## config.mk

```make
export PLATFORM = sky130hd
export DESIGN_NAME = mbist_march_ctrl_flat
export DESIGN_NICKNAME = d
export VERILOG_FILES = /design/src/rtl/mbist_pkg.sv /design/src/rtl/mbist_march_ctrl_if.sv /design/src/rtl/mbist_cmp.sv /design/src/rtl/mbist_march_ctrl.sv /design/src/flat_wrapper.sv
export SDC_FILE = /design/constraint.sdc
export NUM_CORES = 1
export LEC_CHECK = 0
export BUFFER_PORTS_ARGS = -buffer_cell sky130_fd_sc_hd__buf_2
export CORE_MARGIN = 5
export CORE_UTILIZATION = 62
export CTS_BUF_LIST = sky130_fd_sc_hd__clkbuf_4
export DETAILED_ROUTE_END_ITERATION = 16
export PLACE_DENSITY = 0.87
export SETUP_SLACK_MARGIN = 0.4
export SLEW_MARGIN = 10
export SYNTH_ARGS = -nofsm -noshare
export SYNTH_HDL_FRONTEND = slang
export SYNTH_SLANG_ARGS = --single-unit
```

## constraint.sdc

```tcl
create_clock -name clk -period 3.82 [get_ports clk]
set_input_delay 0.382 -clock clk [delete_from_list [all_inputs] [get_ports clk]]
set_output_delay 0.382 -clock clk [all_outputs]
set_load 0.05 [all_outputs]
```

## src/rtl/mbist_pkg.sv

```systemverilog
// Shared types and per-element March C- constants for the MBIST controller and its compare unit.
package mbist_pkg;

    typedef enum logic [2:0] {
        E0 = 3'd0,
        E1 = 3'd1,
        E2 = 3'd2,
        E3 = 3'd3,
        E4 = 3'd4,
        E5 = 3'd5
    } elem_e;

    typedef enum logic [1:0] {
        ST_IDLE  = 2'd0,
        ST_RUN   = 2'd1,
        ST_DRAIN = 2'd2,
        ST_DONE  = 2'd3
    } state_e;

    // Cycles spent waiting for the last read to come back before DONE
    localparam logic [1:0] DRAIN_CYCLES = 2'd2;

    function automatic logic elem_dir_up(input elem_e e);
        case (e)
            E3, E4:  return 1'b0;
            default: return 1'b1;
        endcase
    endfunction

    function automatic logic elem_rd_val(input elem_e e);
        case (e)
            E2, E4:  return 1'b1;
            default: return 1'b0;
        endcase
    endfunction

    function automatic logic elem_wr_val(input elem_e e);
        case (e)
            E1, E3:  return 1'b1;
            default: return 1'b0;
        endcase
    endfunction

    function automatic logic [1:0] elem_op_cnt(input elem_e e);
        case (e)
            E0, E5:  return 2'd1;
            default: return 2'd2;
        endcase
    endfunction

    // Single-op elements: E0 is the write-only one, E5 the read-only one
    function automatic logic elem_has_rd(input elem_e e);
        case (e)
            E0:      return 1'b0;
            default: return 1'b1;
        endcase
    endfunction

endpackage

```

## src/rtl/mbist_march_ctrl_if.sv

```systemverilog
// Control/status and memory-port bundle of the MBIST controller.
// The fail_* log signals exist only when MBIST_FAIL_LOG_EN is defined.
interface mbist_march_ctrl_if #(
    parameter int DATA_WIDTH = 8,
    parameter int ADDR_WIDTH = 4,
    parameter int CNT_WIDTH  = 16
);
    logic                  start;
    logic                  busy;
    logic                  done;
    logic                  pass;
    logic [CNT_WIDTH-1:0]  fail_cnt;
    logic                  write_read;
    logic [ADDR_WIDTH-1:0] address;
    logic [DATA_WIDTH-1:0] wdata;
    logic [DATA_WIDTH-1:0] rdata;
`ifdef MBIST_FAIL_LOG_EN
    logic                  fail_vld;
    logic [ADDR_WIDTH-1:0] fail_addr;
    logic [2:0]            fail_elem;
    logic [DATA_WIDTH-1:0] fail_bits;

    modport master (
        input  start, rdata,
        output busy, done, pass, fail_cnt, write_read, address, wdata,
        output fail_vld, fail_addr, fail_elem, fail_bits
    );
    modport slave (
        output start, rdata,
        input  busy, done, pass, fail_cnt, write_read, address, wdata,
        input  fail_vld, fail_addr, fail_elem, fail_bits
    );
`else
    modport master (
        input  start, rdata,
        output busy, done, pass, fail_cnt, write_read, address, wdata
    );
    modport slave (
        output start, rdata,
        input  busy, done, pass, fail_cnt, write_read, address, wdata
    );
`endif
endinterface

```

## src/rtl/mbist_cmp.sv

```systemverilog
// Read-data checker: 2-stage expectation pipeline aligned to rdata, saturating mismatch counter
// and, with MBIST_FAIL_LOG_EN, a first-fail log.
module mbist_cmp
    import mbist_pkg::*;
#(
    parameter int DATA_WIDTH = 8,
    parameter int ADDR_WIDTH = 4,
    parameter int CNT_WIDTH  = 16
) (
    input  logic                  clk,
    input  logic                  rst_n,
    input  logic                  clear_i,
    input  logic                  push_vld_i,
    input  logic [DATA_WIDTH-1:0] push_exp_i,
    input  logic [DATA_WIDTH-1:0] rdata_i,
    output logic [CNT_WIDTH-1:0]  fail_cnt_o
`ifdef MBIST_FAIL_LOG_EN
    ,
    input  elem_e                 push_elem_i,
    input  logic [ADDR_WIDTH-1:0] push_addr_i,
    output logic                  fail_vld_o,
    output logic [ADDR_WIDTH-1:0] fail_addr_o,
    output logic [2:0]            fail_elem_o,
    output logic [DATA_WIDTH-1:0] fail_bits_o
`endif
);
    logic                  s1_vld_q, s2_vld_q;
    logic [DATA_WIDTH-1:0] s1_exp_q, s2_exp_q;
    logic [CNT_WIDTH-1:0]  cnt_q;
    logic [DATA_WIDTH-1:0] diff_s;
    logic                  mism_s;
`ifdef MBIST_FAIL_LOG_EN
    elem_e                 s1_elem_q, s2_elem_q;
    logic [ADDR_WIDTH-1:0] s1_addr_q, s2_addr_q;
    logic                  log_vld_q;
    logic [ADDR_WIDTH-1:0] log_addr_q;
    elem_e                 log_elem_q;
    logic [DATA_WIDTH-1:0] log_bits_q;
`endif

    // Compare the oldest pipeline entry against the returning read data
    always_comb begin
        diff_s = rdata_i ^ s2_exp_q;
        mism_s = s2_vld_q & (diff_s != {DATA_WIDTH{1'b0}});
    end

    // Pipeline shift and saturating mismatch count
    always_ff @(posedge clk) begin
        if (!rst_n || clear_i) begin
            s1_vld_q <= 1'b0;
            s2_vld_q <= 1'b0;
            s1_exp_q <= {DATA_WIDTH{1'b0}};
            s2_exp_q <= {DATA_WIDTH{1'b0}};
            cnt_q    <= {CNT_WIDTH{1'b0}};
        end else begin
            s1_vld_q <= push_vld_i;
            s2_vld_q <= s1_vld_q;
            s1_exp_q <= push_exp_i;
            s2_exp_q <= s1_exp_q;
            if (mism_s && (cnt_q != {CNT_WIDTH{1'b1}})) begin
                cnt_q <= cnt_q + {{(CNT_WIDTH-1){1'b0}}, 1'b1};
            end else begin
                cnt_q <= cnt_q;
            end
        end
    end

    assign fail_cnt_o = cnt_q;

`ifdef MBIST_FAIL_LOG_EN
    // First-fail capture; later mismatches leave the log untouched
    always_ff @(posedge clk) begin
        if (!rst_n || clear_i) begin
            s1_elem_q  <= E0;
            s2_elem_q  <= E0;
            s1_addr_q  <= {ADDR_WIDTH{1'b0}};
            s2_addr_q  <= {ADDR_WIDTH{1'b0}};
            log_vld_q  <= 1'b0;
            log_addr_q <= {ADDR_WIDTH{1'b0}};
            log_elem_q <= E0;
            log_bits_q <= {DATA_WIDTH{1'b0}};
        end else begin
            s1_elem_q <= push_elem_i;
            s2_elem_q <= s1_elem_q;
            s1_addr_q <= push_addr_i;
            s2_addr_q <= s1_addr_q;
            if (mism_s && !log_vld_q) begin
                log_vld_q  <= 1'b1;
                log_addr_q <= s2_addr_q;
                log_elem_q <= s2_elem_q;
                log_bits_q <= diff_s;
            end else begin
                log_vld_q  <= log_vld_q;
            end
        end
    end

    assign fail_vld_o  = log_vld_q;
    assign fail_addr_o = log_addr_q;
    assign fail_elem_o = log_elem_q;
    assign fail_bits_o = log_bits_q;
`endif

endmodule

```

## src/rtl/mbist_march_ctrl.sv

```systemverilog
// March C- MBIST engine: op generator one cycle ahead of a registered memory port, run/drain/done control.
// MBIST_FAIL_LOG_EN adds first-fail capture in mbist_cmp.
module mbist_march_ctrl
    import mbist_pkg::*;
#(
    parameter int DATA_WIDTH = 8,
    parameter int ADDR_WIDTH = 4,
    parameter int CAPACITY   = 15,
    parameter int CNT_WIDTH  = 16
) (
    input  logic               clk,
    input  logic               rst_n,
    mbist_march_ctrl_if.master bus
);
    localparam logic [ADDR_WIDTH-1:0] ADDR_MAX  = ADDR_WIDTH'(CAPACITY);
    localparam logic [ADDR_WIDTH-1:0] ADDR_ZERO = {ADDR_WIDTH{1'b0}};
    localparam logic [ADDR_WIDTH-1:0] ADDR_ONE  = {{(ADDR_WIDTH-1){1'b0}}, 1'b1};

    state_e                state_q, state_d;
    logic [1:0]            drain_q, drain_d;
    logic                  gen_vld_q, gen_vld_d;
    elem_e                 gen_elem_q, gen_elem_d, elem_nxt_s;
    logic [ADDR_WIDTH-1:0] gen_addr_q, gen_addr_d, addr_end_s;
    logic                  gen_ph_q, gen_ph_d;
    logic                  gen_wr_s, gen_wr_d, gen_last_s, start_acc_s;
    logic [DATA_WIDTH-1:0] wdata_d;
    logic [ADDR_WIDTH-1:0] address_q;
    logic                  write_read_q;
    logic [DATA_WIDTH-1:0] wdata_q;
    logic                  rd_vld_q, rd_exp_q, op_last_q;
    logic                  busy_q, done_q, pass_q;
    logic [CNT_WIDTH-1:0]  fail_cnt_s;
`ifdef MBIST_FAIL_LOG_EN
    elem_e                 rd_elem_q;
`endif

    // Decode of the op currently held by the generator
    always_comb begin
        gen_wr_s    = (elem_op_cnt(gen_elem_q) == 2'd2) ? gen_ph_q : ~elem_has_rd(gen_elem_q);
        gen_last_s  = gen_vld_q & (gen_elem_q == E5) & (gen_addr_q == ADDR_MAX);
        start_acc_s = bus.start & ((state_q == ST_IDLE) | (state_q == ST_DONE));
        elem_nxt_s  = (gen_elem_q == E5) ? E5 : elem_e'(gen_elem_q + 3'd1);
        addr_end_s  = elem_dir_up(gen_elem_q) ? ADDR_MAX : ADDR_ZERO;
    end

    // Next state and op-generator stepping: read before write at each address, then move the address
    always_comb begin
        state_d    = state_q;
        drain_d    = drain_q;
        gen_vld_d  = gen_vld_q;
        gen_elem_d = gen_elem_q;
        gen_addr_d = gen_addr_q;
        gen_ph_d   = gen_ph_q;
        case (state_q)
            ST_IDLE, ST_DONE: begin
                if (bus.start) begin
                    state_d    = ST_RUN;
                    gen_vld_d  = 1'b1;
                    gen_elem_d = E0;
                    gen_addr_d = ADDR_ZERO;
                    gen_ph_d   = 1'b0;
                end else begin
                    state_d = state_q;
                end
            end
            ST_RUN: begin
                if (op_last_q) begin
                    state_d = ST_DRAIN;
                    drain_d = 2'd0;
                end else begin
                    state_d = ST_RUN;
                end
                if (gen_last_s) begin
                    gen_vld_d = 1'b0;
                end else if (gen_vld_q) begin
                    if ((elem_op_cnt(gen_elem_q) == 2'd2) && !gen_ph_q) begin
                        gen_ph_d = 1'b1;
                    end else begin
                        gen_ph_d = 1'b0;
                        if (gen_addr_q == addr_end_s) begin
                            gen_elem_d = elem_nxt_s;
                            gen_addr_d = elem_dir_up(elem_nxt_s) ? ADDR_ZERO : ADDR_MAX;
                        end else if (elem_dir_up(gen_elem_q)) begin
                            gen_addr_d = gen_addr_q + ADDR_ONE;
                        end else begin
                            gen_addr_d = gen_addr_q - ADDR_ONE;
                        end
                    end
                end else begin
                    gen_vld_d = 1'b0;
                end
            end
            ST_DRAIN: begin
                if (drain_q == (DRAIN_CYCLES - 2'd1)) begin
                    state_d = ST_DONE;
                end else begin
                    drain_d = drain_q + 2'd1;
                end
            end
            default: state_d = ST_IDLE;
        endcase
        gen_wr_d = (elem_op_cnt(gen_elem_d) == 2'd2) ? gen_ph_d : ~elem_has_rd(gen_elem_d);
        wdata_d  = (gen_vld_d && gen_wr_d) ? {DATA_WIDTH{elem_wr_val(gen_elem_d)}} : {DATA_WIDTH{1'b0}};
    end

    // State, generator and memory-port registers; wdata leads address by one cycle
    always_ff @(posedge clk) begin
        if (!rst_n) begin
            state_q      <= ST_IDLE;
            drain_q      <= 2'd0;
            gen_vld_q    <= 1'b0;
            gen_elem_q   <= E0;
            gen_addr_q   <= ADDR_ZERO;
            gen_ph_q     <= 1'b0;
            address_q    <= ADDR_ZERO;
            write_read_q <= 1'b0;
            wdata_q      <= {DATA_WIDTH{1'b0}};
            rd_vld_q     <= 1'b0;
            rd_exp_q     <= 1'b0;
            op_last_q    <= 1'b0;
            busy_q       <= 1'b0;
            done_q       <= 1'b0;
            pass_q       <= 1'b0;
        end else begin
            state_q    <= state_d;
            drain_q    <= drain_d;
            gen_vld_q  <= gen_vld_d;
            gen_elem_q <= gen_elem_d;
            gen_addr_q <= gen_addr_d;
            gen_ph_q   <= gen_ph_d;
            wdata_q    <= wdata_d;
            if (gen_vld_q) begin
                address_q    <= gen_addr_q;
                write_read_q <= gen_wr_s;
                rd_vld_q     <= ~gen_wr_s;
                rd_exp_q     <= elem_rd_val(gen_elem_q);
                op_last_q    <= gen_last_s;
            end else begin
                address_q    <= address_q;
                write_read_q <= 1'b0;
                rd_vld_q     <= 1'b0;
                rd_exp_q     <= 1'b0;
                op_last_q    <= 1'b0;
            end
            busy_q <= (state_d == ST_RUN) | (state_q == ST_RUN) | (state_q == ST_DRAIN);
            done_q <= (state_q == ST_DONE) & (state_d == ST_DONE);
            pass_q <= (state_q == ST_DONE) & (state_d == ST_DONE) & (fail_cnt_s == {CNT_WIDTH{1'b0}});
        end
    end

`ifdef MBIST_FAIL_LOG_EN
    // Element tag travelling with each issued read
    always_ff @(posedge clk) begin
        if (!rst_n) begin
            rd_elem_q <= E0;
        end else if (gen_vld_q) begin
            rd_elem_q <= gen_elem_q;
        end else begin
            rd_elem_q <= rd_elem_q;
        end
    end
`endif

    mbist_cmp #(
        .DATA_WIDTH (DATA_WIDTH),
        .ADDR_WIDTH (ADDR_WIDTH),
        .CNT_WIDTH  (CNT_WIDTH)
    ) u_cmp (
        .clk         (clk),
        .rst_n       (rst_n),
        .clear_i     (start_acc_s),
        .push_vld_i  (rd_vld_q),
        .push_exp_i  ({DATA_WIDTH{rd_exp_q}}),
        .rdata_i     (bus.rdata),
        .fail_cnt_o  (fail_cnt_s)
`ifdef MBIST_FAIL_LOG_EN
        ,
        .push_elem_i (rd_elem_q),
        .push_addr_i (address_q),
        .fail_vld_o  (bus.fail_vld),
        .fail_addr_o (bus.fail_addr),
        .fail_elem_o (bus.fail_elem),
        .fail_bits_o (bus.fail_bits)
`endif
    );

    assign bus.busy       = busy_q;
    assign bus.done       = done_q;
    assign bus.pass       = pass_q;
    assign bus.fail_cnt   = fail_cnt_s;
    assign bus.write_read = write_read_q;
    assign bus.address    = address_q;
    assign bus.wdata      = wdata_q;

endmodule

```

## src/flat_wrapper.sv

```systemverilog
// flat-port wrapper written by rule: the top's interface ports become plain ports
module mbist_march_ctrl_flat import mbist_pkg::*;
#(
    parameter int DATA_WIDTH = 8,
    parameter int ADDR_WIDTH = 4,
    parameter int CAPACITY   = 15,
    parameter int CNT_WIDTH  = 16
)
  (clk, rst_n, bus_start, bus_rdata, bus_busy, bus_done, bus_pass, bus_fail_cnt, bus_write_read, bus_address, bus_wdata);
  mbist_march_ctrl_if #(.DATA_WIDTH(DATA_WIDTH), .ADDR_WIDTH(ADDR_WIDTH), .CNT_WIDTH(CNT_WIDTH)) bus_i ();
  input  logic clk;
  input  logic rst_n;
  input wire logic [$bits(bus_i.start)-1:0] bus_start;
  input wire logic [$bits(bus_i.rdata)-1:0] bus_rdata;
  output wire logic [$bits(bus_i.busy)-1:0] bus_busy;
  output wire logic [$bits(bus_i.done)-1:0] bus_done;
  output wire logic [$bits(bus_i.pass)-1:0] bus_pass;
  output wire logic [$bits(bus_i.fail_cnt)-1:0] bus_fail_cnt;
  output wire logic [$bits(bus_i.write_read)-1:0] bus_write_read;
  output wire logic [$bits(bus_i.address)-1:0] bus_address;
  output wire logic [$bits(bus_i.wdata)-1:0] bus_wdata;
  assign bus_i.start = bus_start;
  assign bus_i.rdata = bus_rdata;
  assign bus_busy = bus_i.busy;
  assign bus_done = bus_i.done;
  assign bus_pass = bus_i.pass;
  assign bus_fail_cnt = bus_i.fail_cnt;
  assign bus_write_read = bus_i.write_read;
  assign bus_address = bus_i.address;
  assign bus_wdata = bus_i.wdata;
  mbist_march_ctrl #(.DATA_WIDTH(DATA_WIDTH), .ADDR_WIDTH(ADDR_WIDTH), .CAPACITY(CAPACITY), .CNT_WIDTH(CNT_WIDTH)) u_core (.clk(clk), .rst_n(rst_n), .bus(bus_i));
endmodule
```

# After elaboration in Yosys (flattened, before gate mapping)
# Cells that the tools add are included.
# totals
register_bits	45
in_bits	11
output_inout_bits	32
word_cells	140
# op_classes
add_sub_neg	5
eq_ne	27
n_mux	53
bitwise	11
reduce_logical	24
# ops
op	n
4-bit 2-to-1 mux	8
1-bit 2-to-1 mux	23
2-bit 2-to-1 mux	10
3-bit 2-to-1 mux	6
16-bit by 1-bit adder with 16-bit output (second input constant)	1
16-bit logical NOT	1
16-bit != test (second input constant)	1
2-bit OR reduction	7
2-bit == test (second input constant)	6
3-bit by 2-bit == test with 1-bit output (second input constant)	4
3-bit == test (second input constant)	4
2-bit != test (second input constant)	4
4-bit one-hot mux with 2 select lines	1
8-bit nonzero test	1
8-bit bitwise XOR	1
1-bit bitwise AND	6
2-bit by 1-bit == test with 1-bit output (second input constant)	3
3-bit logical NOT	2
2-bit one-hot mux with 3 select lines	1
3-bit one-hot mux with 2 select lines	1
5-bit AND reduction	1
4-bit by 1-bit adder with 4-bit output (second input constant)	1
4-bit == test	1
4-bit == test (second input constant)	1
16 further kinds	25

# Depth between registers and ports, before layout
# depth
word_depth	19
ltp_mapped	9
ltp_nobuf	8

# Hierarchy
# From an unflattened synthesis, not the netlist that was laid out.
# unflattened
hier_cells	315
area_unflattened_um2	2816.5
# modules_own_cells
mod	n_inst	cells_per_inst	area_per_inst_um2	seq_area_each_um2
mbist_cmp	1	154	1433.9	680.7
mbist_march_ctrl	1	161	1382.6	500.5

# Worst setup path after synthesis
# No wires, ideal clock.
# synth_timing
path_type	flip-flop to flip-flop
from	reg u_core.gen_elem_q[0]
to	reg u_core.gen_elem_q[1]
setup_time_ps	91
arrival_ps	2227
required_ps	3729
setup_slack_ps	1502
stages_incl_launch_ff	10
n_path_buf	1
period_less_slack_ps	2318
path_cell_list	dfxtp_1 buf_2 or3b_4 nand2_1 ha_1 nand2_1 and4bb_4 or2_4 a21o_1 a311oi_1
# synth_between
elab_chain_len	12
word_cells_on_any_way	23
classes_between	add/sub (1); eq/ne (5); mux (11); bitwise (2); reduce/logical (4)
# synth_lines
element	line	rtl
start: declaration	mbist_march_ctrl.sv:22	elem_e gen_elem_q, gen_elem_d, elem_nxt_s;
start signal: assignment	mbist_march_ctrl.sv:128	gen_elem_q <= gen_elem_d;
3-bit == test or 3-bit logical NOT (tied branches)	mbist_pkg.sv:45, mbist_march_ctrl.sv:40, mbist_march_ctrl.sv:42	
2-bit OR reduction	mbist_pkg.sv:45	case (e)
2-bit 2-to-1 mux	mbist_pkg.sv:45	
2-bit 2-to-1 mux	mbist_march_ctrl.sv:75	end else if (gen_vld_q) begin
2-bit 2-to-1 mux	mbist_march_ctrl.sv:73	if (gen_last_s) begin
2-bit 2-to-1 mux	mbist_march_ctrl.sv:54	case (state_q)
2-bit == test	mbist_march_ctrl.sv:76	if ((elem_op_cnt(gen_elem_q) == 2'd2) && !gen_ph_q) begin
1-bit logical AND	mbist_march_ctrl.sv:76	
3-bit 2-to-1 mux	mbist_march_ctrl.sv:76	
3-bit 2-to-1 mux	mbist_march_ctrl.sv:75	
3-bit 2-to-1 mux (*)	mbist_march_ctrl.sv:73	
3-bit one-hot mux with 2 select lines (*)	mbist_march_ctrl.sv:54	
# Every way passes the cells marked *; elsewhere a longest branch is shown, timed or not. The select of a mux whose other input is x is not followed.
# A chain may end at the register's enable or synchronous reset.

# Worst setup path in the final report
# layout_timing
from	reg u_core.gen_elem_q[2]
to	reg, netlist name u_core.bus.wdata[0]
# layout_between
elab_chain_len	19
word_cells_on_any_way	42
classes_between	add/sub (1); eq/ne (9); mux (21); bitwise (2); reduce/logical (9)
# layout_lines
element	line	rtl
3-bit == test or 3-bit logical NOT (tied branches)	mbist_pkg.sv:45, mbist_march_ctrl.sv:40, mbist_march_ctrl.sv:42	
2-bit OR reduction	mbist_pkg.sv:45	
2-bit 2-to-1 mux	mbist_pkg.sv:45	
2-bit 2-to-1 mux	mbist_march_ctrl.sv:75	
2-bit 2-to-1 mux	mbist_march_ctrl.sv:73	
2-bit 2-to-1 mux	mbist_march_ctrl.sv:54	
2-bit == test	mbist_march_ctrl.sv:76	
1-bit logical AND	mbist_march_ctrl.sv:76	
[3 not listed]	--	
3-bit one-hot mux with 2 select lines	mbist_march_ctrl.sv:54	
3-bit == test or 3-bit logical NOT (tied branches)	mbist_pkg.sv:45, mbist_pkg.sv:53	
2-bit OR reduction	mbist_pkg.sv:45	
2-bit 2-to-1 mux	mbist_pkg.sv:45	
2-bit == test	mbist_march_ctrl.sv:102	gen_wr_d = (elem_op_cnt(gen_elem_d) == 2'd2) ? gen_ph_d : ~elem_has_rd(gen_elem_d);
1-bit 2-to-1 mux	mbist_march_ctrl.sv:102	
1-bit logical AND	mbist_march_ctrl.sv:103	wdata_d = (gen_vld_d && gen_wr_d) ? {DATA_WIDTH{elem_wr_val(gen_elem_d)}} : {DATA_WIDTH{1'b0}};
2-bit AND reduction (no source line)	--	
# Several ways; a longest one is shown, not always the timed one. The select of a mux whose other input is x is not followed.

==> impl_results.md <==
- Ratio of total power to cell area: 308 nW/um^2
- Hold crit path type: in2reg
- Worst Hold Endpoint: u_core.gen_elem_q[2]
- First-pass GRT wire length: 9030 um
- Layout cells sized above 1: 16.8%
- Asr flop ratio synth: 0%
- Footprint of the multi-input gates: 1420 um^2
- Hold path depth: 2
- Std-Cell Rows: 23
- Relative slew slack: 63.1%
- H-tree depth: 2
- Design area: 2710 um^2
- Max-slew violations: 0
- Via density: 6.00
- Library cells used by synthesis: 55
- R2r setup slk: 1170 ps
- Routed length on met2: 2480 um
- Post-CTS Setup Inserts: 0
- # IOs: 43
- Die H: 73.3 um
- Worst Slack Setup Final: 1170 ps
- CP max FO: 10
- Area after DPL: 2650 um^2
- Layout area overhead: 8.86%
- VDD IR-drop max: 0.282 mV
- Min cycle time layout: 2650 ps
- Nets: 346
- RR Startpoint: u_core.gen_elem_q[2]
- Simple-gate area share of the yosys netlist: 27.1%
- Total negative slack: 0 ps
- FF+latch area: 901 um^2
- Total number of vias: 2261
- Setup CP Type: reg2reg
- Syn_area_per_cell: 8.37 um^2
- Status: completed
- Synth Flop Type: dfxtp_1
- Final setup fails: 0
- Antenna Nets Post-Route: 0
- Clock-pin slew on the worst setup and hold paths: 110 ps
- CP Capture Type: flip-flop
- Inst Count DP: 369
- RSZ-0062 raised after global routing: no
- Cell count after synthesis: 297
- Skew final: 22.7 ps
- Cell Count, Final, Fillers Out: 377
- Mapped Nets: 317
- Num CTS Buffers: 5
- Initial Utilization: 63.0%
- Largest family of logic cells by synthesized area: simple AND/OR/NAND/NOR gates
- Netlist Area Pre-Place: 2480 um^2
- Worst r2r dst: u_core.bus.wdata[0]
- Final wirelength: 5420 um
- Worst Hold Launch: rst_n
- Number of gates resized after CTS: 0
- Number of enable flip-flop cells after synthesis: 0
- Gr usage total: 20.9%
- Grt ovf: 0
- Post-cts hold buffer count: 0
- Largest net degree at the start of global routing: 18
- Layout Utilization: 68.6%
- Number of antenna violations at the first check in global routing: 0
- WP data required: 4080 ps
- Core area: 3940 um^2
- Final cycle utilization of the critical path: 69.3%
- DR DRC count: 0
- Synth Area in Compound Gates: 20.1%
- Root Buffer: clkbuf_4
- Vias in the first global route: 1993
- Metal3 WL: 336 um
- Synth Area in XOR/XNOR: 1.96%
- Setup crit start kind: flip-flop
- DRT met1 WL: 2540 um
- TritonRoute pass-1 iters: 4
- Chip width: 73.3 um
- Top Metal Used: met4
- Routability-driven placement congestion ratio: 0.899
- FMAX: 0.378 GHz
- Die area: 5370 um^2
- Final HPWL DP: 4050 um
- Hold Slack: 372 ps
- CTS tree: built
- First DRT Iteration DRCs: 175
- Worst-Margin Slew: 548 ps
- Fillers: 338
- Diodes inserted: 0
- Ys Warns: 0
- Post-synthesis adder-cell area fraction: 4.83%
- Place WS: 1220 ps
- Worst endpoint data arrival time: 2900 ps
- Clock buffer depth: 2
- Lkg Pwr: 1.13 nW
- Yosys reg bits: 45
- Worst-case reg-to-reg path depth: 8
- Power Total: 0.833 mW
- Num Clock Sinks: 45
- Sequential share of the synthesized area: 36.3%
- Worst-Skew Late Latency: 350 ps
- Max-cap violations: 0
- PortBufs: 42
- Drt wl/cell: 14.4 um
- Mux contribution to synthesized area: 2.87%
- Final Hold Vio Count: 0
-- power by group --
part	switching, mW	total, mW	leakage (nW)	internal (mW)
registers	0.0124	0.490	0.363	0.478
clock network	0.137	0.232	0.0368	0.0949
logic	0.0749	0.111	0.727	0.0358
total	0.225	0.833	1.13	0.608
-- synthesized netlist by cell type, types with 4 or more instances --
library cell | n | area share (%)
o211ai_1 | 5 | 1.5
ha_1 | 8 | 4.0
and3_1 | 7 | 1.8
nand2_1 | 24 | 3.6
buf_4 | 7 | 2.1
a21oi_1 | 22 | 4.4
o31ai_1 | 10 | 3.0
nand2b_1 | 4 | 1.0
nor2b_1 | 6 | 1.5
and2_1 | 4 | 1.0
clkbuf_1 | 9 | 1.4
dfxtp_1 | 45 | 36
nor3_1 | 4 | 0.81
or4_1 | 10 | 3.0
o21ai_0 | 12 | 2.4
nand3_1 | 12 | 2.4
nor2_1 | 27 | 4.1
inv_1 | 15 | 2.3
nor4_1 | 5 | 1.3
mux2i_1 | 6 | 2.4
nand4_1 | 8 | 2.0
-- placed cells by master (no fill, tap or decap), drive strengths merged, types with 2 or more instances in the layout --
| master | synthesis | final |
|---|---|---|
| a21o | 3 | 3 |
| a21oi | 22 | 22 |
| a31oi | 3 | 3 |
| and2 | 4 | 4 |
| and3 | 7 | 7 |
| and4 | 2 | 2 |
| buf | 11 | 42 |
| clkbuf | 9 | 8 |
| dfxtp | 45 | 45 |
| ha | 8 | 8 |
| inv | 15 | 15 |
| mux2i | 6 | 6 |
| nand2 | 24 | 24 |
| nand2b | 4 | 4 |
| nand3 | 12 | 12 |
| nand3b | 2 | 2 |
| nand4 | 8 | 8 |
| nor2 | 27 | 27 |
| nor2b | 6 | 6 |
| nor3 | 4 | 4 |
| nor4 | 5 | 5 |
| o211a | 2 | 2 |
| o211ai | 5 | 5 |
| o21ai | 12 | 12 |
| o311ai | 3 | 3 |
| o31ai | 10 | 10 |
| or2 | 2 | 2 |
| or3 | 2 | 2 |
| or4 | 10 | 10 |
| xor2 | 2 | 2 |
-- registers in the layout (all words and copies together) (netlist names), 2 cells and up --
| name | flops |
|---|---|
| u_core.bus.address | 4 |
| u_core.gen_elem_q | 3 |
| u_core.state_q | 2 |
| u_core.gen_addr_q | 4 |
| u_core.drain_q | 2 |
| u_core.u_cmp.fail_cnt_o | 16 |
-- logic make-up (layout without fill, tap and decap cells) --
group,Yosys count,count (layout)
xor+xnor,4,4
compound gates,73,73
flops,45,45
buf+inv,35,65
fa+ha+maj,9,9
mux,7,7
simple gates,124,124
-- critical path: stages, from the launching register on --
cell and delay (ps):
dfxtp_1 530, or3b_4 460, nand2_1 180, ha_1 200
nand2_1 130, a2111oi_4 460, o211ai_1 180, mux2i_1 170
nor4_1 240
-- worst max path at each step --
stage | from | end | slack [ps] | cells after the start
floorplan | u_core.gen_elem_q[0] | u_core.gen_elem_q[1] | 1500 | 9
global placement | u_core.gen_elem_q[2] | u_core.bus.wdata[0] | 1340 | 8
detailed placement | u_core.gen_elem_q[2] | u_core.bus.wdata[0] | 1220 | 8
CTS | u_core.gen_elem_q[2] | u_core.bus.wdata[0] | 1170 | 8
global route | u_core.gen_elem_q[2] | u_core.bus.wdata[0] | 930 | 8
finish | u_core.gen_elem_q[2] | u_core.bus.wdata[0] | 1170 | 8
-- area by class of cell --
class,count,area share [%]
multi-input combinational,217,52.3
inverter,15,2.08
sequential,45,33.3
tap,50,2.31
timing repair buffer,42,7.77
clock buffer,8,2.22
-- metal layers --
layer	global-route usage (%)	up-vias
li1	-	1147
met1	28.9	1040
met2	33.0	65
met3	3.42	9
met4	7.24	0
met5	0	-
No activity file was read; power rests on OpenSTA's default activity.
